File: config.mk
export PLATFORM = sky130hd
export DESIGN_NAME = rom_bus_adapter
export DESIGN_NICKNAME = d
export VERILOG_FILES = /design/src/rtl/rom_bus_adapter.sv
export SDC_FILE = /design/constraint.sdc
export NUM_CORES = 1
export LEC_CHECK = 0
export BUFFER_PORTS_ARGS = -buffer_cell sky130_fd_sc_hd__buf_2
export CAP_MARGIN = 5
export CORE_ASPECT_RATIO = 0.6
export CORE_UTILIZATION = 50
export CTS_CLUSTER_SIZE = 30
export DETAILED_ROUTE_END_ITERATION = 12
export GPL_ROUTABILITY_DRIVEN = 1
export PLACE_DENSITY_LB_ADDON = 0.05
export SLEW_MARGIN = 30
export SYNTH_ARGS = -nofsm -noshare
export SYNTH_HDL_FRONTEND = slang
export SYNTH_SLANG_ARGS = --single-unit
File: constraint.sdc
create_clock -name clk_i -period 3.6 [get_ports clk_i]
set_input_delay 0.36 -clock clk_i [delete_from_list [all_inputs] [get_ports clk_i]]
set_output_delay 0.36 -clock clk_i [all_outputs]
set_load 0.05 [all_outputs]
File: src/rtl/rom_bus_adapter.sv
// Host req/gnt front end for the boot ROM: issues one-cycle ROM reads, rejects writes
// and out-of-range addresses, and returns all responses in grant order via a small FIFO.

module rom_bus_adapter_chk #(
    parameter int RspDepth = 2,
    parameter int CW       = 2
) (
    input logic          clk_i,
    input logic          rst_ni,
    input logic          push_i,
    input logic          push_err_i,
    input logic          dvalid_i,
    input logic          pop_i,
    input logic [CW-1:0] count_i
);
    localparam logic [CW-1:0] CountFull = CW'(RspDepth);

    // A good-data push must coincide with the ROM's registered valid strobe.
    a_dvalid: assert property (@(posedge clk_i) disable iff (!rst_ni)
        (push_i && !push_err_i) |-> dvalid_i);

    // The grant rule reserves a FIFO slot for every outstanding read.
    a_no_overflow: assert property (@(posedge clk_i) disable iff (!rst_ni)
        push_i |-> (count_i < CountFull));

    // Pop is qualified by rvalid, so it can never hit an empty FIFO.
    a_no_underflow: assert property (@(posedge clk_i) disable iff (!rst_ni)
        pop_i |-> (count_i != {CW{1'b0}}));
endmodule

module rom_bus_adapter #(
    parameter int Width    = 32,
    parameter int Depth    = 2048,
    parameter int Aw       = $clog2(Depth),
    parameter int AddrW    = 32,
    parameter int RspDepth = 2
) (
    input  logic             clk_i,
    input  logic             rst_ni,
    input  logic             req_i,
    input  logic             we_i,
    input  logic [AddrW-1:0] addr_i,
    output logic             gnt_o,
    output logic             rvalid_o,
    output logic [Width-1:0] rdata_o,
    output logic             rerror_o,
    input  logic             rready_i,
    output logic [Aw-1:0]    rom_addr_o,
    output logic             rom_cs_o,
    input  logic [Width-1:0] rom_dout_i,
    input  logic             rom_dvalid_i
);
    localparam int CW = $clog2(RspDepth + 1);
    localparam int PW = $clog2(RspDepth);
    localparam logic [AddrW-3:0] DepthLim = (AddrW-2)'(Depth);
    localparam logic [CW:0]      RspLim   = (CW+1)'(RspDepth);
    localparam logic [PW-1:0]    PtrLast  = PW'(RspDepth - 1);

    logic [CW-1:0] count_q, count_d;
    logic [PW-1:0] wptr_q, wptr_d, rptr_q, rptr_d;
    logic          inflight_q, inflight_d;
    logic          inflight_err_q, inflight_err_d;
    logic [Width:0] mem_q [RspDepth];

    logic             pop_s, push_s, bad_s, gnt_s, room_s;
    logic [CW:0]      occ_s;
    logic [Width:0]   push_word_s;
    logic [Width:0]   head_s;
    logic             addr_unused_s;

    assign addr_unused_s = ^addr_i[1:0];

    // Slots already committed: queued responses plus the read in flight, less the one leaving now.
    assign pop_s  = (count_q != {CW{1'b0}}) & rready_i;
    assign occ_s  = {1'b0, count_q} + {{CW{1'b0}}, inflight_q} - {{CW{1'b0}}, pop_s};
    assign room_s = (occ_s < RspLim);
    assign gnt_s  = req_i & room_s;
    assign bad_s  = we_i | (addr_i[AddrW-1:2] >= DepthLim);
    assign push_s = inflight_q;

    assign gnt_o      = gnt_s;
    assign rom_cs_o   = gnt_s & ~bad_s;
    assign rom_addr_o = addr_i[Aw+1:2];

    assign head_s   = mem_q[rptr_q];
    assign rvalid_o = (count_q != {CW{1'b0}});
    assign rdata_o  = rvalid_o ? head_s[Width:1] : {Width{1'b0}};
    assign rerror_o = rvalid_o & head_s[0];

    // Next-state for the in-flight tracker, FIFO pointers and occupancy.
    always_comb begin
        inflight_d     = gnt_s;
        inflight_err_d = gnt_s & bad_s;
        wptr_d         = wptr_q;
        rptr_d         = rptr_q;
        count_d        = count_q;
        if (inflight_err_q) begin
            push_word_s = {{Width{1'b0}}, 1'b1};
        end else begin
            push_word_s = {rom_dout_i, 1'b0};
        end
        if (push_s) begin
            wptr_d = (wptr_q == PtrLast) ? {PW{1'b0}} : wptr_q + PW'(1);
        end else begin
            wptr_d = wptr_q;
        end
        if (pop_s) begin
            rptr_d = (rptr_q == PtrLast) ? {PW{1'b0}} : rptr_q + PW'(1);
        end else begin
            rptr_d = rptr_q;
        end
        case ({push_s, pop_s})
            2'b10:   count_d = count_q + CW'(1);
            2'b01:   count_d = count_q - CW'(1);
            default: count_d = count_q;
        endcase
    end

    // Control state registers.
    always_ff @(posedge clk_i or negedge rst_ni) begin
        if (!rst_ni) begin
            count_q        <= {CW{1'b0}};
            wptr_q         <= {PW{1'b0}};
            rptr_q         <= {PW{1'b0}};
            inflight_q     <= 1'b0;
            inflight_err_q <= 1'b0;
        end else begin
            count_q        <= count_d;
            wptr_q         <= wptr_d;
            rptr_q         <= rptr_d;
            inflight_q     <= inflight_d;
            inflight_err_q <= inflight_err_d;
        end
    end

    // Response storage; each entry is {data, error}.
    always_ff @(posedge clk_i or negedge rst_ni) begin
        if (!rst_ni) begin
            for (int i = 0; i < RspDepth; i++) begin
                mem_q[i] <= {(Width+1){1'b0}};
            end
        end else if (push_s) begin
            mem_q[wptr_q] <= push_word_s;
        end else begin
            mem_q[wptr_q] <= mem_q[wptr_q];
        end
    end

    rom_bus_adapter_chk #(
        .RspDepth (RspDepth),
        .CW       (CW)
    ) u_chk (
        .clk_i      (clk_i),
        .rst_ni     (rst_ni),
        .push_i     (push_s),
        .push_err_i (inflight_err_q),
        .dvalid_i   (rom_dvalid_i),
        .pop_i      (pop_s),
        .count_i    (count_q)
    );
endmodule

==> results.toml, run 1 <==
[run_status]
status = "finished with violations"
violations = "design-rule violations"

[pwr]
cellPowerDensity_mw_per_mm2 = 1040
p_sw_frac = 0.4651
p_leak_nw = 2.157
pwr-share-clk = 0.178
ir_worst_vdd_v = 0.0005964
pwr-share-seq = 0.347
power.internal_mw = 2.332
comb_power_share = 0.475
netSwitchingPower_mw = 2.027

[hold_path]
hold_class = "primary input to async pin"

[critical_path]
cp_data_required_time_ns = 3.24
crit_fanout = 7
slowest_stage = "dfrtp_1"
worstPathCellList = "nor2_4 > inv_1 > nand2_1 > nor2_1 > fa_1 > xnor2_1 > nand3_1 > and4b_1 > buf_2"
path_class = "register to primary output"
critPathBufInv = 2
regToRegStartpoint = "inflight_q"
crit_path_end_kind = "primary output"
slowest_delay_ns = 0.49
cp_data_arrival_time_ns = 2.36
critPathLaunchType = "register"
crit_start = "count_q[1]"
crit_family = "simple AND/OR/NAND/NOR gates"

[synthesis]
yosys_warnings = 0
synth_area_leaders = "dfrtp_1 50%, mux2i_1 9.4%, nand2_1 6.9%"
synth-compound-area-share = 0.1102
async_flop_share = 1.000
synth_top_family_by_area = "simple AND/OR/NAND/NOR gates"
synthSimpleGateAreaFrac = 0.1874
synth_edf_count = 0
synthAdderAreaFrac = 0.005512
synth_cell_types = 26
ys_seq_area_frac = 0.4960
synth_top_area_cell = "dfrtp_1"
synth_most_common_cell = "dfrtp_1"
synth-xor-area-share = 0.01206
synthMuxAreaShare = 0.1020
syn_area_per_cell_sq_um = 9.870
netlist_area_sq_mm = 0.003632
ys_seq_elements = 72
synth_top_cell_area_share = 0.4960
syn_inst = 368
syn_nets = 439
synth_flop_cell = "dfrtp_1"
ys_top_cells_by_count = "72 x dfrtp_1, 67 x nand2_1, 47 x o21ai_1, 35 x nor2_1, 34 x mux2i_1"

[sta]
rsz0062_at_grt = "false"
tightest_slew_ns = 0.6557
hold_viol = 0
setup_slack_ns = 0.8787
period_needed_ns = 2.721
finalClockSkew_ns = 0.004289
drv_slew = 0
fin_crit_sh = 0.7559
max_freq_ghz = 0.3675
setup_viol = 0
fin_tns_setup_ns = 0
relSlewSlack = 0.5613

[layout]
antenna_cells = 0
fin_util = 0.6118
layout.nets = 508
area_growth_pct = 15.36
drive_gt1_frac = 0.2955

[global_route]
overflow = 0
grt_pass1_wl_microns = 11560
grt_pass1_vias = 2404
antenna_found_initial = 0
grtUsageTotal = 0.2028
grt_max_degree = 73

[clocking]
cts_buffers = 9
clock_latency_ns = 0.33
cts_tree = "built"
clk_path_buf_depth = 2
root_buffer = "clkbuf_16"
cts_hold_buf = 0
cts_resized = 0
cts_max_level = 3
path_clk_slew_ns = 0.05
clock-sinks = 72
post_cts_buffers = 0

[drt]
drt_iter0_drc = 155
wl_per_cell_microns = 13.54
vias = 2624
final_antenna_net_count = 0
viasPerCell = 4.979
dr.pass1.iters = 10
drt-total-wl_microns = 7133
drc_errors = 7

[floorplan]
initial_utilization = 0.5303
core_area_sq_mm = 0.006849
die_x_microns = 112.0
die_y_microns = 68.02
io-pin-count = 117
die_area_sq_mm = 0.007621
fp-row-count = 23

[placed_design]
preCtsSetupSlack_ns = 1.224
gp_congestion = 0.7325
io_buffer_count = 91
hpwlAfterDp_microns = 4541

[job]
drv_cap = 0
-- area by class of cell --
class | instances | area, sq um
Fill cell | 593 | 2659
Tap cell | 87 | 108.9
Clock inverter | 1 | 5.005
Sequential cell | 72 | 1807
Inverter | 2 | 7.507
Timing Repair Buffer | 95 | 491.7
Multi-Input combinational cell | 257 | 1520
Clock buffer | 13 | 250.2
-- per-layer routing --
layer / up-vias / GRT usage / routed length [microns]
met2: 79 / 0.3129 / 3136
met1: 1196 / 0.2697 / 3450
li1: 1344 / - / -
met4: 0 / 0.06167 / 59
met3: 5 / 0.07529 / 488
met5: - / 0 / 0
-- power by group through the flow --
stage          logic (mW)  clock network (mW)  registers [mW]
6_report             2.07               0.777            1.51
5_1_grt              2.24               0.830            1.57
4_1_cts              2.09               0.804            1.52
3_5_place_dp         2.09                   0            1.53
3_3_place_gp         2.06                   0            1.51
2_1_floorplan        1.97                   0            1.32
-- worst register-to-register path: cells and delay by family (launching register included) --
kind | cells | cell delay [ns]
and+or+nand+nor | 2 | 0.59
AOI/OAI and AO/OA | 1 | 0.06
buffers and inverters | 1 | 0.42
DFF | 1 | 0.58
-- metrics by stage --
step	hold slack (ns)	instance area [sq um]	cells	total power [mW]
floorplan	0.06441	3632	368	3.288
global placement	0.4616	3923	513	3.567
detailed placement	0.4650	3925	513	3.613
CTS	0.2025	4180	527	4.409
global route	0.09376	4190	527	4.648
finish	0.02180	4190	527	4.359
-- cell families (layout without fill, tap and decap cells) --
family                     count (synthesis)  after routing
xor gates and xnor gates                   5              5
adders and majority gates                  1              1
AOI/OAI and AO/OA                         67             67
muxes                                     36             36
and+or+nand+nor                          148            148
DFF                                       72             72
buffers and inverters                     39            111
-- registers in the layout, indices dropped and copies added (netlist names) --
signal,flops
rptr_q,1
inflight_q,1
count_q,2
inflight_err_q,1
mem_q,66
wptr_q,1
-- cell usage in the layout, fill, tap and decap left out, drive strengths merged --
cell,n
buf,95
dfrtp,72
nand2,68
o21ai,64
nor2,36
mux2i,34
nand2b,34
clkbuf,13
nor4,5
xnor2,3
inv,2
xor2,2
mux2,2
nor2b,2
a21oi,2
nand3,1
and3,1
a31oi,1
and4b,1
fa,1
clkinv,1
-- final timing paths --
path,endpoint,slack [ns],cells after the start
max,rom_cs_o,0.88,9
min,mem_q[63],0.02,1
max reg2reg,mem_q[2],1.82,4
min reg2reg,mem_q[41],0.47,2
max in group asynchronous,rptr_q,3.04,1
min in group clk_i,mem_q[40],0.30,3
Note: power is estimated with default switching activity, not from simulation.
==> run 2, diff against run 1 <==
--- a/config.mk
+++ b/config.mk
@@ -8,7 +8,7 @@
 export BUFFER_PORTS_ARGS = -buffer_cell sky130_fd_sc_hd__buf_2
 export CAP_MARGIN = 5
 export CORE_ASPECT_RATIO = 0.6
-export CORE_UTILIZATION = 50
+export CORE_UTILIZATION = 46
 export CTS_CLUSTER_SIZE = 30
 export DETAILED_ROUTE_END_ITERATION = 12
 export GPL_ROUTABILITY_DRIVEN = 1
==> constraint.sdc (replaced) <==
create_clock -name clk_i -period 2.34 [get_ports clk_i]
set_input_delay 0.234 -clock clk_i [delete_from_list [all_inputs] [get_ports clk_i]]
set_output_delay 0.234 -clock clk_i [all_outputs]
set_load 0.05 [all_outputs]
==> run 2 against run 1 <==
The run ends with negative setup slack left. Clock power up 81%. Combinational power up 72%. Power up 64%. Sequential share of layout area down 2.4 points. Critical path type unchanged. Largest cell class unchanged. Largest power group unchanged.
==> results.toml, run 2 (same netlist as run 1, synthesis figures left out) <==
[run_status]
status = "finished with violations"
violations = "negative setup slack"

[placed_design]
preCtsSetupSlack_ns = 0.04921
hpwlAfterDp_microns = 4978
dp_cells = 537
gp_congestion = 0.7379
io_buffer_count = 91

[clocking]
cts_tree = "built"
clk_path_buf_depth = 2
clock_latency_ns = 0.32
cts_buffers = 9
root_buffer = "clkbuf_16"
path_clk_slew_ns = 0.06
cts_max_level = 3
clock-sinks = 72

[layout]
fillers = 696
layout_commonest_cell = "buf_2"
largest_reg_flops = 66
drive_gt1_frac = 0.3355
top_regs = "mem_q x66, count_q x2"
antenna_cells = 0
regMostFlops = "mem_q"
layout_common_cells = "88 x buf_2, 70 x dfrtp_1, 66 x nand2_1"
fin_util = 0.5949
layout.nets = 522
area_growth_pct = 21.98
final_cell_count_no_fill = 560

[floorplan]
die_area_sq_mm = 0.008267
initial_utilization = 0.4877
die_y_microns = 70.83
die_x_microns = 116.7
io-pin-count = 117
fp-row-count = 24
core_area_sq_mm = 0.007447

[drt]
drc_errors = 0
wl_per_cell_microns = 13.38
dr.pass1.iters = 4
drt_iter0_drc = 115
final_antenna_net_count = 0
drt-total-wl_microns = 7494
vias = 2702
viasPerCell = 4.825

[pwr]
cellPowerDensity_mw_per_mm2 = 1610
total_power_mw = 7.131
pwr-share-seq = 0.303
pwr-share-clk = 0.198
p_sw_frac = 0.4458
p_leak_nw = 2.262
netSwitchingPower_mw = 3.179
power.internal_mw = 3.952
comb_power_share = 0.499
ir_worst_vdd_v = 0.0009384

[global_route]
grt_pass1_wl_microns = 12610
grt_pass1_vias = 2738
overflow = 0
grtUsageTotal = 0.1960
antenna_found_initial = 0
grt_max_degree = 47

[job]
drv_cap = 0

[sta]
setup_viol = 1
setup_slack_ns = -0.02095
period_needed_ns = 2.361
drv_slew = 0
tightest_slew_ns = 0.7950
finalClockSkew_ns = 0.005447
relSlewSlack = 0.4700
hold_viol = 0
fin_crit_sh = 1.009
rsz0062_at_grt = "true"
max_freq_ghz = 0.4236

[critical_path]
critPathLaunchType = "register"
cp_data_arrival_time_ns = 2.13
crit_path_end_kind = "primary output"
crit_fanout = 2
cp_data_required_time_ns = 2.11
path_class = "register to primary output"

[hold_path]
hold_class = "primary input to register"
==> run 2: changes by cell type in the layout (fill, tap and decap cells not counted), moves of 2 or more <==
cell      previous run  this run
clkbuf_1             3         1
buf_4                4        17
buf_2               90        88
clkbuf_8             1         4
buf_12               0         2
==> run 2: final timing paths <==
path / from / to / slack [ns] / cells past startpoint
max: count_q[0] / rom_cs_o / -0.02 / 8
min: rom_dout_i[17] / mem_q[51] / 0.18 / 3
max reg2reg: inflight_q / mem_q[46] / 0.57 / 5
min reg2reg: mem_q[64] / mem_q[64] / 0.48 / 2
max in group asynchronous: rst_ni / mem_q[6] / 1.31 / 3
min in group asynchronous: rst_ni / count_q[1] / 0.47 / 2
==> run 2: per-layer routing <==
metal	GRT usage	wire length, microns	vias up
li1	-	-	1374
met1	0.2675	3692	1262
met2	0.3130	3459	58
met3	0.05656	298	8
met4	0.04079	44	0
met5	0	0	-
==> run 2: cell type report <==
cell class              count  area (sq um)  area share
multi-input cells         257          1536      0.3468
clock inverters             2         35.03    0.007907
inverters                   2         7.507    0.001694
flip-flops and latches     72          1804      0.4072
clock buffers              14         284.0     0.06411
repair buffers            109         633.1      0.1429
well taps                 104         130.1     0.02937
==> run 2: power by group through the flow <==
| stage | sequential, mW | clock [mW] | combinational [mW] |
|---|---|---|---|
| global route | 2.23 | 1.50 | 3.88 |
| CTS | 2.16 | 1.44 | 3.55 |
| finish | 2.16 | 1.41 | 3.56 |
| floorplan | 2.03 | 0 | 3.03 |
| detailed placement | 2.19 | 0 | 3.46 |
| global placement | 2.17 | 0 | 3.41 |
==> run 2: metrics by stage <==
| step | instance area [sq um] | TNS, ns | hold WS (ns) |
|---|---|---|---|
| after global routing | 4431 | -0.1243 | 0.1894 |
| final | 4431 | -0.02095 | 0.1838 |
| after CTS | 4408 | 0 | 0.1827 |
| after global placement | 4025 | 0 | 0.2831 |
| after detailed placement | 4025 | 0 | 0.2933 |
| after floorplan | 3636 | -0.09039 | -0.06159 |
==> run 2: timing repair <==
action                                 in CTS  in global routing
endpoints found under the hold margin      45                  0
resized for setup                           6                  5
setup endpoints to repair                   2                  2
hold buffers                                1                  0
pin swaps                                   4                  2
setup buffers                               5                  1
==> run 2: worst max-delay path, stage by stage (launching register included) <==
cell	delay [ns]
dfrtp_1	0.40
nor2_4	0.13
inv_2	0.04
nand2_2	0.06
nor2_1	0.06
fa_2	0.53
nand3_2	0.09
and4b_4	0.35
buf_8	0.15
